`src/rtl/bank_rw_server.sv`:
```
// Per-bank service engine: drains the write-entry and read-request FIFOs of
// one scratchpad bank into its single-port SRAM and routes read data either
// to the store response port (mat_t=0) or to the systolic-array operand port.
//
// state   | meaning
// --------+-----------------------------------------------------------------
// IDLE    | no read in flight; a read may be issued, writes drain freely
// RD_WAIT | read issued last cycle; SRAM data is captured this cycle
// RESP    | response held on store_* or gemm_* until the matching ready
module bank_rw_server #(
    parameter int BANK_NUM     = 0,
    parameter int MAT_S_W      = 4,
    parameter int DATA_W       = 64,
    parameter int ADDR_W       = 32,
    parameter int WR_BURST_MAX = 4
) (
    input  logic                 CLK,
    input  logic                 nRST,
    // write-entry FIFO (first-word-fall-through)
    input  logic                 wFIFO_empty,
    input  logic                 wFIFO_rdata_gemm_result,
    input  logic [MAT_S_W-1:0]   wFIFO_rdata_mat_s,
    input  logic [1:0]           wFIFO_rdata_row_s,
    input  logic [DATA_W-1:0]    wFIFO_rdata_data,
    output logic                 wFIFO_REN,
    // read-request FIFO (first-word-fall-through)
    input  logic                 rFIFO_empty,
    input  logic [ADDR_W-1:0]    rFIFO_rdata_addr,
    input  logic [1:0]           rFIFO_rdata_mat_t,
    input  logic [MAT_S_W-1:0]   rFIFO_rdata_mat_s,
    input  logic [1:0]           rFIFO_rdata_row_s,
    output logic                 rFIFO_REN,
    // bank SRAM port
    output logic                 sram_ren,
    output logic                 sram_wen,
    output logic [MAT_S_W+1:0]   sram_addr,
    output logic [DATA_W-1:0]    sram_wdata,
    input  logic [DATA_W-1:0]    sram_rdata,
    // store response
    output logic                 store_valid,
    input  logic                 store_ready,
    output logic [ADDR_W-1:0]    store_addr,
    output logic [1:0]           store_row,
    output logic [DATA_W-1:0]    store_data,
    // systolic-array operand
    output logic                 gemm_valid,
    input  logic                 gemm_ready,
    output logic [1:0]           gemm_type,
    output logic [1:0]           gemm_row,
    output logic [DATA_W-1:0]    gemm_data,
    output logic [15:0]          gemm_wr_count
);

    // Counter is wide enough to hold WR_BURST_MAX itself, and at least 1 bit.
    localparam int BC_W = $clog2(WR_BURST_MAX + 2);
    localparam logic [BC_W-1:0] BURST_LIM = BC_W'(WR_BURST_MAX);
    localparam logic [1:0]      MAT_STORE = 2'd0;

    // BANK_NUM identifies the instance only; no port of this block carries it.
    if (BANK_NUM < 0) begin : g_bank_num_negative
    end

    typedef enum logic [1:0] {
        ST_IDLE    = 2'd0,
        ST_RD_WAIT = 2'd1,
        ST_RESP    = 2'd2
    } state_t;

    state_t              state_q, state_d;

    // tag of the read currently in flight
    logic [1:0]          tag_mat_t_q, tag_mat_t_d;
    logic [ADDR_W-1:0]   tag_addr_q,  tag_addr_d;
    logic [1:0]          tag_row_q,   tag_row_d;

    // held response
    logic [1:0]          resp_mat_t_q, resp_mat_t_d;
    logic [ADDR_W-1:0]   resp_addr_q,  resp_addr_d;
    logic [1:0]          resp_row_q,   resp_row_d;
    logic [DATA_W-1:0]   resp_data_q,  resp_data_d;

    logic [BC_W-1:0]     burst_q, burst_d;
    logic [15:0]         gemm_cnt_q, gemm_cnt_d;

    logic                resp_hs;
    logic                rd_grant;
    logic                wr_grant;

    // Next-state, port arbitration and SRAM/FIFO strobes.
    always_comb begin
        state_d      = state_q;
        tag_mat_t_d  = tag_mat_t_q;
        tag_addr_d   = tag_addr_q;
        tag_row_d    = tag_row_q;
        resp_mat_t_d = resp_mat_t_q;
        resp_addr_d  = resp_addr_q;
        resp_row_d   = resp_row_q;
        resp_data_d  = resp_data_q;
        burst_d      = burst_q;
        gemm_cnt_d   = gemm_cnt_q;
        resp_hs      = 1'b0;
        rd_grant     = 1'b0;
        wr_grant     = 1'b0;
        wFIFO_REN    = 1'b0;
        rFIFO_REN    = 1'b0;
        sram_ren     = 1'b0;
        sram_wen     = 1'b0;
        sram_addr    = '0;
        sram_wdata   = '0;
        store_valid  = 1'b0;
        gemm_valid   = 1'b0;

        if (state_q == ST_RESP) begin
            if (resp_mat_t_q == MAT_STORE) begin
                store_valid = 1'b1;
                resp_hs     = store_ready;
            end else begin
                gemm_valid  = 1'b1;
                resp_hs     = gemm_ready;
            end
        end

        // A read may only take the port when the response path is free; a
        // pending write keeps priority until the burst limit is reached.
        rd_grant = ((state_q == ST_IDLE) || resp_hs) && !rFIFO_empty &&
                   (wFIFO_empty || (burst_q >= BURST_LIM));
        wr_grant = !wFIFO_empty && !rd_grant;

        if (rd_grant) begin
            rFIFO_REN   = 1'b1;
            sram_ren    = 1'b1;
            sram_addr   = {rFIFO_rdata_mat_s, rFIFO_rdata_row_s};
            tag_mat_t_d = rFIFO_rdata_mat_t;
            tag_addr_d  = rFIFO_rdata_addr;
            tag_row_d   = rFIFO_rdata_row_s;
        end else if (wr_grant) begin
            wFIFO_REN   = 1'b1;
            sram_wen    = 1'b1;
            sram_addr   = {wFIFO_rdata_mat_s, wFIFO_rdata_row_s};
            sram_wdata  = wFIFO_rdata_data;
            if (wFIFO_rdata_gemm_result) begin
                gemm_cnt_d = gemm_cnt_q + 16'd1;
            end
        end

        // Saturating: during a long downstream stall writes keep draining.
        if (rd_grant || rFIFO_empty) begin
            burst_d = '0;
        end else if (wr_grant && (burst_q < BURST_LIM)) begin
            burst_d = burst_q + BC_W'(1);
        end

        case (state_q)
            ST_IDLE: begin
                if (rd_grant) begin
                    state_d = ST_RD_WAIT;
                end
            end
            ST_RD_WAIT: begin
                resp_mat_t_d = tag_mat_t_q;
                resp_addr_d  = tag_addr_q;
                resp_row_d   = tag_row_q;
                resp_data_d  = sram_rdata;
                state_d      = ST_RESP;
            end
            ST_RESP: begin
                if (resp_hs) begin
                    state_d = rd_grant ? ST_RD_WAIT : ST_IDLE;
                end
            end
            default: begin
                state_d = ST_IDLE;
            end
        endcase
    end

    // State, tag, response and counter registers.
    always_ff @(posedge CLK or negedge nRST) begin
        if (!nRST) begin
            state_q      <= ST_IDLE;
            tag_mat_t_q  <= '0;
            tag_addr_q   <= '0;
            tag_row_q    <= '0;
            resp_mat_t_q <= '0;
            resp_addr_q  <= '0;
            resp_row_q   <= '0;
            resp_data_q  <= '0;
            burst_q      <= '0;
            gemm_cnt_q   <= '0;
        end else begin
            state_q      <= state_d;
            tag_mat_t_q  <= tag_mat_t_d;
            tag_addr_q   <= tag_addr_d;
            tag_row_q    <= tag_row_d;
            resp_mat_t_q <= resp_mat_t_d;
            resp_addr_q  <= resp_addr_d;
            resp_row_q   <= resp_row_d;
            resp_data_q  <= resp_data_d;
            burst_q      <= burst_d;
            gemm_cnt_q   <= gemm_cnt_d;
        end
    end

    assign store_addr    = resp_addr_q;
    assign store_row     = resp_row_q;
    assign store_data    = resp_data_q;
    assign gemm_type     = resp_mat_t_q;
    assign gemm_row      = resp_row_q;
    assign gemm_data     = resp_data_q;
    assign gemm_wr_count = gemm_cnt_q;

endmodule
```
`config.mk`:
```
export PLATFORM = sky130hd
export DESIGN_NAME = bank_rw_server
export DESIGN_NICKNAME = d
export VERILOG_FILES = /design/src/rtl/bank_rw_server.sv
export SDC_FILE = /design/constraint.sdc
export NUM_CORES = 1
export LEC_CHECK = 0
export CAP_MARGIN = 20
export CORE_ASPECT_RATIO = 0.8
export CORE_MARGIN = 10
export CORE_UTILIZATION = 30
export DETAILED_ROUTE_END_ITERATION = 6
export PLACE_DENSITY = 0.7
export SLEW_MARGIN = 25
export SYNTH_ARGS = -nofsm -noshare
export SYNTH_HDL_FRONTEND = slang
export SYNTH_SLANG_ARGS = --single-unit
```
`constraint.sdc`:
```
create_clock -name CLK -period 1.8 [get_ports CLK]
set_input_delay 0.27 -clock CLK [delete_from_list [all_inputs] [get_ports CLK]]
set_output_delay 0.27 -clock CLK [all_outputs]
set_load 0.02 [all_outputs]
```
== Word-level counts from Yosys, hierarchy flattened ==
Cells that the tools add are included.
Operators by class
  bitwise logic cells: 1
  add/sub/neg operators: 2
  reduce and logical (&&, ||, !) cells: 15
  $lt $le $gt $ge: 2
  muxes and demuxes: 19
  eq/ne operators: 4
Operators by type and width (number)
  2-to-1 mux 64 bit: 2
  adder 16 x 1 -> 16 bit (second input constant): 1
  2-to-1 mux 6 bit: 2
  2-to-1 mux 1 bit: 10
  2-to-1 mux 3 bit: 2
  one-hot mux 2 bit (3 select lines): 1
  logical AND 1 bit: 4
  zero test 2 bit: 2
  2-to-1 mux 2 bit: 2
  inequality test 2 bit (second input constant): 2
  adder 3 x 1 -> 3 bit (second input constant): 1
  >= comparator 3 bit (second input constant): 1
  zero test 1 bit: 3
  logical OR 1 bit: 3
  < comparator 3 bit (second input constant): 1
  AND reduction 3 bit: 1
  == test 2 x 1 -> 1 bit (second input constant): 1
  == test 2 bit (second input constant): 1
  AND reduction 2 bit: 1
  nonzero test 2 bit: 1
  NOT 1 bit: 1
Storage, ports and cells
  logic and storage cells: 53
  output and inout port bits: 258
  bits of input ports: 181
  register bits after elaboration: 157

== Longest topological paths before layout ==
  depth after elaboration: 11
  depth in mapped cells: 6
  depth with buffers taken out: 5

== Worst setup path before layout ==
OpenSTA, ideal clock, no wires.
  path type: reg2out
  start: reg resp_mat_t_q[1] (netlist: gemm_type[1])
  end: out sram_addr[0]
  stages on the path, launching flop included: 5
  arrival time: 1.953 ns
  buffers on the path: 0
  slack: -0.423 ns
  cell sequence: dfrtp_1 > o21ai_0 > a31oi_2 > nor2_1 > a22o_1
Between the ends
  cells in the longest elaborated chain, start to end: 10
RTL lines
  start: declaration: RTL line 77  | logic [1:0] resp_mat_t_q, resp_mat_t_d;
  start signal: assignment: RTL line 195  | resp_mat_t_q <= resp_mat_t_d;
  zero test 2 bit (*): RTL line 114  | if (resp_mat_t_q == MAT_STORE) begin
  2-to-1 mux 1 bit (*): RTL line 114
  2-to-1 mux 1 bit (*): RTL line 113  | if (state_q == ST_RESP) begin
  logical OR 1 bit (*): RTL line 125  | rd_grant = ((state_q == ST_IDLE) || resp_hs) && !rFIFO_empty &&
  logical AND 1 bit (*) (2 in series): RTL line 125
  zero test 1 bit: RTL line 127  | wr_grant = !wFIFO_empty && !rd_grant;
  logical AND 1 bit: RTL line 127
  2-to-1 mux 6 bit: RTL line 136  | end else if (wr_grant) begin
  2-to-1 mux 6 bit (*): RTL line 129  | if (rd_grant) begin
  end: declaration: RTL line 36  | output logic [MAT_S_W+1:0] sram_addr,
Every way passes the cells marked *; elsewhere a longest branch is shown, timed or not.

== Final worst setup path ==
  start: reg resp_mat_t_q[1] (netlist: gemm_type[1])
  end: out sram_wdata[28]
Between the ends
  cells in the longest elaborated chain, start to end: 10
RTL lines
  zero test 2 bit (*): RTL line 114
  2-to-1 mux 1 bit (*): RTL line 114
  2-to-1 mux 1 bit (*): RTL line 113
  logical OR 1 bit (*): RTL line 125
  logical AND 1 bit (*) (2 in series): RTL line 125
  zero test 1 bit: RTL line 127
  logical AND 1 bit: RTL line 127
  2-to-1 mux 64 bit: RTL line 136
  2-to-1 mux 64 bit (*): RTL line 129
  end: declaration: RTL line 37  | output logic [DATA_W-1:0] sram_wdata,
Marked as above.

==> reports/metrics.csv <==
stage,metric,value,unit
power_and_ir_drop,logic gate share of total power,51.9,%
power_and_ir_drop,sequential power share,30.1,%
synthesis,Post-Syn Nets,714,
synthesis,register area share after synthesis,54.26,%
floorplan,Rows,50,
place,gp weighted congestion,0.7862,
drt,DR vias/cell,4.467,
floorplan,io pins,439,
grt,GR Overflow Total,0,
drt,remaining antenna violation count,0,
setup_path,Worst R2R End,tag_addr_q[17],
floorplan,Core ar.,23590,µm²
floorplan,initial core utilization,30.70,%
outcome,failing checks,negative setup slack,
timing,Tmin final,2.367,ns
drt,First-pass DRT Iterations,4,
setup_path,CP Data Arrival Time,2.10,ns
power_and_ir_drop,Net Sw Power,7.572,mW
layout,nets,1131,
layout,Fillers,1924,
grt,global-route wire length before repair,40020,µm
place,hpwl dp,20260,µm
timing,fin crit share,131.5,%
timing,Slew @ Worst Pin,0.4281,ns
synthesis,synth unique cells,34,
power_and_ir_drop,pwr/cell area,1547,nW/µm²
floorplan,die width,193.7,µm
setup_path,origin of the critical flop-to-flop path,gemm_type[1],
layout,layout cells sized above 1,41.10,%
grt,largest net degree at the start of global routing,60,
power_and_ir_drop,internal power,13.10,mW
synthesis,Area contributors post-synth,"dfrtp_1 (54%), mux2_2 (17%), buf_4 (7.2%)",
synthesis,cell taking the most area after synthesis,dfrtp_1,
timing,Fmax,422.6,MHz
timing,RSZ-0062 raised after global routing,yes,
synthesis,Async SR Flop Fraction,100.0,%
setup_path,"Worst Path Class, Setup",flip-flop to output port,
layout,ANT cells,0,
clock_network,# H-tree levels,4,
synthesis,Ys Warns,0,
timing,clock skew,0.01177,ns
setup_path,data required time of the worst path,1.53,ns
drt,drt drc,0,
synthesis,Main synth FF type,dfrtp_1,
setup_path,r2r worst-path depth,8,
drt,DR WL/cell,21.02,µm
timing,TNS Setup,-54.56,ns
clock_network,CTS sink cnt,157,
clock_network,Num CTS Buffers,17,
clock_network,clk_lat worst skew,0.42,ns
clock_network,Root Buffer,clkbuf_16,
power_and_ir_drop,maximum VDD drop,0.9469,mV
drt,total number of vias,5686,
setup_path,startpoint types,flip-flop,
grt,initial antenna violation count,0,
power_and_ir_drop,LEAKAGE,5.874,nW
timing,Slew Limit Fails,0,
power_and_ir_drop,overall power,20.68,mW
synthesis,syn avg cell area,13.64,µm²
synthesis,top-count cell post-synth,dfrtp_1,
place,IO buf count,438,
synthesis,Post-synth EDFFs,0,
power_and_ir_drop,Clk pwr share,18.0,%
drt,Routed WL,26760,µm
place,Inst Count DP,1220,
drt,1st-iter DRT viols,165,
grt,vias in the first global route,6123,
synthesis,"top cells by count, synth","dfrtp_1 (157), mux2_2 (107), buf_4 (69)",
timing,hold slack final,0.3241,ns
synthesis,Synth Instances,531,
setup_path,R2R Setup Slk,-0.41,ns
clock_network,CTS tree,done,
layout,"non-filler cells, final",1273,
synthesis,Yosys top cell area share,54.26,%
power_and_ir_drop,Switching Fraction,36.62,%
layout,Syn-to-layout area delta,84.62,%
floorplan,Die Ht,159.0,µm
setup_path,Critical Path End Type,output port,
run,number of max-cap violations,0,
grt,All-Layer GR Usage,16.48,%
timing,final setup margin,-0.5665,ns
clock_network,"Clk pin slew, worst setup/hold paths",0.07,ns
setup_path,"Max FO, Critical Path",16,
clock_network,CTS Buffer Depth,2,
floorplan,Die ar.,30790,µm²
synthesis,"FF+latch count, synth",157,
outcome,status,"finished, violations left",
worst_hold_path,Hold/Removal Path Class,primary input to async pin,
synthesis,synthesized area,7241,µm²
timing,final hold vios,0,
timing,Slew HR,71.46,%
timing,# setup viols final,116,
[worst max path at each step]
stage                                 to  slack [ns]          from  depth (start not counted)
after floorplan             sram_addr[0]       -0.16  gemm_type[0]                          6
after global routing        sram_addr[1]       -0.63  gemm_type[1]                          6
final                     sram_wdata[28]       -0.57  gemm_type[1]                          5
after detailed placement    sram_addr[1]       -0.85   store_ready                          7
after CTS                 sram_wdata[63]       -0.58  gemm_type[0]                          5
after global placement      sram_addr[4]       -0.83   store_ready                          7
[placed cells by master, fill, tap and decap left out, types with 5 or more instances in the layout]
| cell | n |
|---|---|
| clkdlybuf4s50_1 | 350 |
| dfrtp_1 | 155 |
| mux2_2 | 101 |
| buf_6 | 90 |
| and3_4 | 65 |
| mux2_4 | 36 |
| buf_4 | 22 |
| clkbuf_16 | 21 |
| buf_12 | 16 |
| dlymetal6s2s_1 | 11 |
| xor2_1 | 10 |
| a22o_4 | 6 |
| xnor2_1 | 6 |
| nor3_1 | 5 |
| inv_8 | 5 |
[sequential cells by signal, summed over array words and instances (netlist names)]
register,count
burst_q,3
store_addr,32
gemm_data,64
gemm_row,2
tag_row_q,2
gemm_wr_count,16
tag_mat_t_q,2
state_q,2
gemm_type,2
tag_addr_q,32
[power groups by stage]
stage,combinational (mW),sequential [mW],clock [mW]
2_1_floorplan,4.50,7.57,0
3_3_place_gp,10.4,6.21,0
3_5_place_dp,10.5,6.27,0
4_1_cts,10.7,6.23,3.88
5_1_grt,11.3,6.45,4.02
6_report,10.7,6.21,3.73
[critical path: stages, from the launching register on]
cell	delay, ns
dfrtp_2	0.44
or3b_4	0.43
a31o_4	0.32
buf_12	0.18
and3_4	0.18
buf_6	0.13
[through the flow]
step	utilization, %	area, µm²	setup slack (ns)
CTS	55.11	13000	-0.5826
finish	56.68	13370	-0.5665
floorplan	-	7667	-0.1643
detailed placement	51.42	12130	-0.8542
global placement	51.42	12130	-0.8309
global route	56.68	13370	-0.6269
[per-layer routing]
layer / track usage [%] / vias to the layer above / share of wire (%)
met3: 6.620 / 17 / 7.6
met5: 0 / - / 0
met4: 3.202 / 0 / 0.97
li1: - / 2650 / -
met1: 19.63 / 2831 / 41
met2: 27.54 / 188 / 50
[layout make-up]
type,count,area (µm²),share of cell area (%)
timing repair buffer,497,5310,39.72
sequential,157,3931,29.41
clock inverter,14,173.9,1.301
clock buffer,18,439.2,3.285
tap,312,390.4,2.920
multi-input combinational,274,3119,23.33
inverter,1,3.754,0.02808
[kinds of logic (layout without fill, tap and decap cells)]
group / after synthesis / in the layout / share of synthesized area, %
buf+inv: 100 / 530 / 9.729
fa+ha+maj: 2 / 2 / 0.3455
simple gates: 107 / 107 / 9.504
xor+xnor: 16 / 16 / 1.935
mux: 138 / 138 / 23.00
flops: 157 / 157 / 54.26
compound gates: 11 / 11 / 1.227
[what timing repair did]
item | in CTS | in global routing
cloned | 1 | 5
buffers inserted | 11 | 5
pin swaps | 3 | 24
hold buffers | 1 | 0
endpoints found under the hold margin | 33 | 0
endpoints found under the setup margin | 121 | 139
resized for setup | 454 | 56
No activity file was read; power rests on OpenSTA's default activity.
